[config.mk]
export PLATFORM = sky130hd
export DESIGN_NAME = core_intf_trace_rom
export DESIGN_NICKNAME = d
export VERILOG_FILES = /design/src/rtl/core_intf_trace_rom.sv
export SDC_FILE = /design/constraint.sdc
export NUM_CORES = 1
export LEC_CHECK = 0
export ABC_AREA = 1
export CAP_MARGIN = 20
export CORE_MARGIN = 2
export CORE_UTILIZATION = 24
export DETAILED_ROUTE_END_ITERATION = 7
export PLACE_DENSITY = 0.77
export SLEW_MARGIN = 20
export SYNTH_ARGS = -nofsm -noshare
export SYNTH_HDL_FRONTEND = slang
export SYNTH_SLANG_ARGS = --single-unit
[constraint.sdc]
create_clock -name clk_i -period 1.9 [get_ports clk_i]
set_clock_uncertainty 0.2 [all_clocks]
set_input_delay 0.38 -clock clk_i [delete_from_list [all_inputs] [get_ports clk_i]]
set_output_delay 0.38 -clock clk_i [all_outputs]
set_load 0.05 [all_outputs]
[src/rtl/core_intf_trace_rom.sv]
// Purpose: fixed write-then-readback instruction trace for one cache replay node, plus a sticky out-of-range monitor.
// Latency: data_o is combinational from addr_i (zero cycles); error_o is registered (one edge).
// Backpressure: none; the replay node owns pacing and simply holds addr_i while it waits.
//
// Ports:
//   clk_i    - clock (single domain)
//   reset_i  - synchronous active-high reset, clears error_o only
//   addr_i   - entry index from the replay node
//   data_o   - {op[3:0], payload[68:0]} at addr_i
//   error_o  - sticky, set by any fetch of an index past the done entry
module core_intf_trace_rom #(
    parameter int width_p      = 73,
    parameter int addr_width_p = 15,
    parameter int trace_id_p   = 0
) (
    input  logic                    clk_i,
    input  logic                    reset_i,
    input  logic [addr_width_p-1:0] addr_i,
    output logic [width_p-1:0]      data_o,
    output logic                    error_o
);

    if (trace_id_p < 0 || trace_id_p > 2) begin : g_bad_trace_id
        $error("core_intf_trace_rom: trace_id_p must be 0, 1 or 2");
    end
    if (width_p != 73) begin : g_bad_width
        $error("core_intf_trace_rom: width_p must be 73");
    end
    if (addr_width_p < 5) begin : g_bad_addr_width
        $error("core_intf_trace_rom: addr_width_p must hold index 24");
    end

    localparam logic [3:0] op_send_c = 4'h1;
    localparam logic [3:0] op_recv_c = 4'h2;
    localparam logic [3:0] op_done_c = 4'h3;

    // Each trace owns its own 4 KB region so concurrent caches never share lines.
    localparam logic [31:0] base_c = 32'(trace_id_p) << 12;
    localparam logic [31:0] tag_c  = 32'hC0DE_0000 | (32'(trace_id_p) << 8);

    localparam logic [addr_width_p-1:0] first_read_c = addr_width_p'(8);
    localparam logic [addr_width_p-1:0] last_idx_c   = addr_width_p'(24);

    logic [2:0]  word_idx;
    logic [31:0] byte_addr;
    logic [31:0] word_data;
    logic        out_of_range;

    always_comb begin
        word_idx  = 3'd0;
        byte_addr = 32'd0;
        word_data = 32'd0;
        data_o    = {op_done_c, 69'b0};

        // Writes occupy 0..7 (index = addr); read/receive pairs occupy 8..23,
        // two entries per word, so the word index is addr/2 - 4.
        if (addr_i < first_read_c) begin
            word_idx = addr_i[2:0];
        end else begin
            word_idx = addr_i[3:1] - 3'd4;
        end
        byte_addr = base_c + {27'b0, word_idx, 2'b00};
        word_data = tag_c | {29'b0, word_idx};

        if (addr_i < first_read_c) begin
            data_o = {op_send_c, 4'b0, 1'b1, byte_addr, word_data};
        end else if (addr_i < last_idx_c) begin
            if (!addr_i[0]) begin
                data_o = {op_send_c, 4'b0, 1'b0, byte_addr, 32'h0};
            end else begin
                data_o = {op_recv_c, 37'b0, word_data};
            end
        end
        // Index 24 and everything past it return the done entry so a runaway
        // replay node halts instead of issuing stray traffic.
    end

    assign out_of_range = (addr_i > last_idx_c);

    always_ff @(posedge clk_i) begin
        if (reset_i) begin
            error_o <= 1'b0;
        end else if (out_of_range) begin
            error_o <= 1'b1;
        end
    end

endmodule

# Word-level counts from Yosys, hierarchy flattened
# Index checks and enable logic that the tools add are counted.
# op_classes
order_cmp,3
n_mux,4
addsub,1
# op_table
operator,count
71-bit two-way mux,3
"15-bit by 5-bit greater-than comparator with 1-bit output, second input constant",1
"15-bit by 4-bit < comparator with 1-bit output, second input constant",1
"15-bit by 5-bit < comparator with 1-bit output, second input constant",1
3-bit two-way mux,1
"3-bit subtractor, second input constant",1
# word_totals
out_inout_bits,74
reg_bits,1
input_bits,17

# Depth between registers and ports, before layout
# depth
depth_word,5
depth_mapped,7
depth_no_buf,7

# Least setup slack after synthesis
# Ideal clock, no wire load.
# synth_path
kind,in2out
start,in addr_i[12]
end,out data_o[0]
path_slack_ns,-0.872
required_time_ns,1.320
arrival_time_ns,2.192
path_stages,5
cell_sequence,nor2_1 > nand2_1 > nor2_4 > nand4_1 > o21ai_1
# synth_via
elab_chain_cells,5
# synth_lines
element,line,text
from (decl),18,"input logic [addr_width_p-1:0] addr_i,"
15-bit by 4-bit < comparator with 1-bit output,"57, 65",
3-bit two-way mux,57,if (addr_i < first_read_c) begin
71-bit two-way mux,68,if (!addr_i[0]) begin
71-bit two-way mux,67,end else if (addr_i < last_idx_c) begin
71-bit two-way mux (*),65,if (addr_i < first_read_c) begin
to (decl),19,"output logic [width_p-1:0] data_o,"
# Every way passes the cells marked *; elsewhere a longest branch is shown, timed or not.

# Worst setup path after layout
# layout_path
start,in addr_i[7]
end,out data_o[0]
# Same word-level chain as after synthesis.

==> run summary <==
The starting density of the core came out at 25.4%. The main combinational cell family by area after synthesis is buffers and inverters. The checks that failed: setup timing. The post-place setup slack came out at -0.488 ns. The I/O pin count came out at 91. The number of fillers in the final layout came out at 264. The time the final worst path needs with I/O delays and setup came out at 2.02 ns. The static leakage is 0.629 nW. The power per unit of standard cell area is 276 mW/mm2.

Clock latency on the worst-skew pair, taken at its later pin, is 0 ns. The floorplan die height came out at 58.3 um. The cell depth of the worst hold path is 4. The count of endpoints failing setup in the final report came out at 16. Global routing consumed, over all layers together, 8.33% of the routing resources.

The weighted congestion reported at the end of routability-driven placement came out at 0.675. The flip-flop count of the largest register, all copies and words added is 1. The die covers 0.00340 mm2. The cell area after placement is 0.00114 mm2. The number of nets in the final layout is 170. Across the whole layout, storage elements account for 20.0 um2. IR analysis of the VDD net gives a maximum drop of 0.176 mV. In this run the worst path has a maximum fanout of 3. Compared with the post-synthesis result, the final layout area differs by 81.1%. The path depth of the worst reg2reg path came out at 4. The part of the cycle the worst path needs came out at 106%. The first global-routing pass estimated 2300 um of wire. The synthesized netlist devotes 4.96% of its cell area to compound gates. STA classifies the critical path startpoint as a primary input. The placeable core region is 0.00278 mm2. The total iterations of the first detailed-routing run came out at 2. Hold repair after CTS inserted 0 buffers. Measured on the finished design, the core utilization comes to 46.0%. The mean cell area of the mapped netlist is 6.49 um2. The simple-gate share of the synthesized area came out at 18.9%. The final count of hold timing violations is 0.

The count of maximum capacitance violations came out at 0. The arrival time at the worst endpoint is 1.44 ns. The placed wire-length estimate came out at 1340 um. The largest registers in the layout are error_o x1. STA classifies the critical path endpoint as a primary output. The footprint of the multi-input gates is 559 um2. The maximum frequency from static timing analysis came out at 0.496 GHz. The leftover overflow at the end of global routing is 0. Clock-pin slew was measured on the worst setup and hold paths at 0 ns. The synthesized netlist contains 18 unique library cells. The floorplan row count is 19. In this run the tool buffered the top-level ports with 34 buffer cells.

Sequential elements use 2.83% of the synthesized area. The number of DRC markers in iteration 0 is 10. The die outline width came out at 58.3 um. The critical path data required time came out at 1.32 ns. The mean routed wirelength per cell is 8.62 um. Leaving out fill and tap cells, the most frequent cells in the layout are sky130_fd_sc_hd__conb_1 (56), sky130_fd_sc_hd__buf_12 (16), sky130_fd_sc_hd__buf_4 (15). The flow ran to the end, but the final reports show violations.

The startpoint identified for the worst register-to-register timing path is error_o. The total negative slack for setup checks is -1.24 ns. The warning count from the yosys run came out at 0. Tracing the worst setup path back leads to its startpoint at addr_i[7].

The worst-case setup margin in the final layout came out at -0.117 ns. The fraction of the mapped netlist area in adder cells came out at 0%. The via count of the first global-routing pass is 517. The register bit total from synthesis came out at 1.

Setup repair after global routing could not meet its margin everywhere. The average vias per placed instance is 3.42. The cell count after synthesis came out at 109.

The fraction of synthesized cell area in xor and xnor cells came out at 0%. After routing the design area is 0.00128 mm2. Multiplexer cells account for 0% of the synthesized area.

The count of inserted antenna diode cells came out at 0. The largest register by flop count is error_o. The max-slew violation count came out at 0.

Wires add up to 1570 um. The worst hold path class is reg2reg. After detailed routing, the number of remaining DRC violations is 0. The most common cell after layout, fill and taps aside is sky130_fd_sc_hd__conb_1. The critical path in this run is classified as in2out. The number of antenna violations at the first check in global routing is 0. The remaining antenna violation count came out at 0. The startpoint of the tightest hold check path is error_o. The number of vias after detailed routing came out at 622. The pin count of the biggest net entering global routing came out at 8. Cells with a size suffix above 1 make up 49.0% of the layout. The post-synthesis cell area is 707 um2.
worst max-delay path, cell delays in order:
cell                      delay [ns]
sky130_fd_sc_hd__buf_6          0.10
sky130_fd_sc_hd__nor2_4         0.09
sky130_fd_sc_hd__nand2_2        0.07
sky130_fd_sc_hd__nor2_4         0.13
sky130_fd_sc_hd__buf_6          0.12
sky130_fd_sc_hd__nand4_1        0.18
sky130_fd_sc_hd__o21ai_4        0.22
sky130_fd_sc_hd__buf_12         0.15
Yosys cell counts, drive strengths merged:
cell    instances  area [um2]
nor2           10        47.6
nand3           4        20.0
nor3            1        5.00
buf            63         473
conb            1        3.75
dfxtp           1        20.0
o21bai          2        18.8
a31oi           1        6.26
nand4           1        6.26
o21ai           2        10.0
nand2          12        55.1
inv            11        41.3
path summary, 6_finish.rpt:
| kind | slack, ns | endpoint |
|---|---|---|
| hold / removal | 0.35 | error_o |
| hold reg to reg | 0.35 | error_o |
| setup reg to reg | 0.88 | error_o |
| setup / recovery | -0.12 | data_o[0] |
cells by family (layout without fill, tap and decap cells):
family | Yosys count | count (layout)
buf+inv | 74 | 61
simple gates | 28 | 28
other cells | 1 | 56
flops | 1 | 1
compound gates | 5 | 5
through the flow:
step	std cells	power, mW	hold slack (ns)
floorplan	164	0.379	0.340
global placement	178	0.338	0.356
detailed placement	178	0.340	0.352
CTS	181	0.345	0.354
global route	182	0.365	0.427
finish	182	0.353	0.348
where the power goes:
| group | switching (mW) | internal [mW] |
|---|---|---|
| combinational | 0.283 | 0.0467 |
| sequential | 0.000544 | 0.0226 |
| clock | 0 | 0 |
| total | 0.284 | 0.0693 |
cell type report:
type | count | share of cell area (%)
timing repair buffer | 50 | 47.9
multi-input combinational | 89 | 43.7
inverter | 11 | 3.81
tap | 31 | 3.03
sequential | 1 | 1.56
per-layer routing:
layer / GRT usage [%] / part of all wire [%]
met1: 7.74 / 25
met2: 19.7 / 65
met3: 0.223 / 9.9
met4: 0 / 0
met5: 0 / 0
what timing repair did:
action                                  in CTS  in global routing
gates resized for setup                     65                  9
pin swaps                                   20                 10
endpoints found under the setup margin      17                 17
setup buffers                                3                  1
Power figures use the tool's default switching activity.
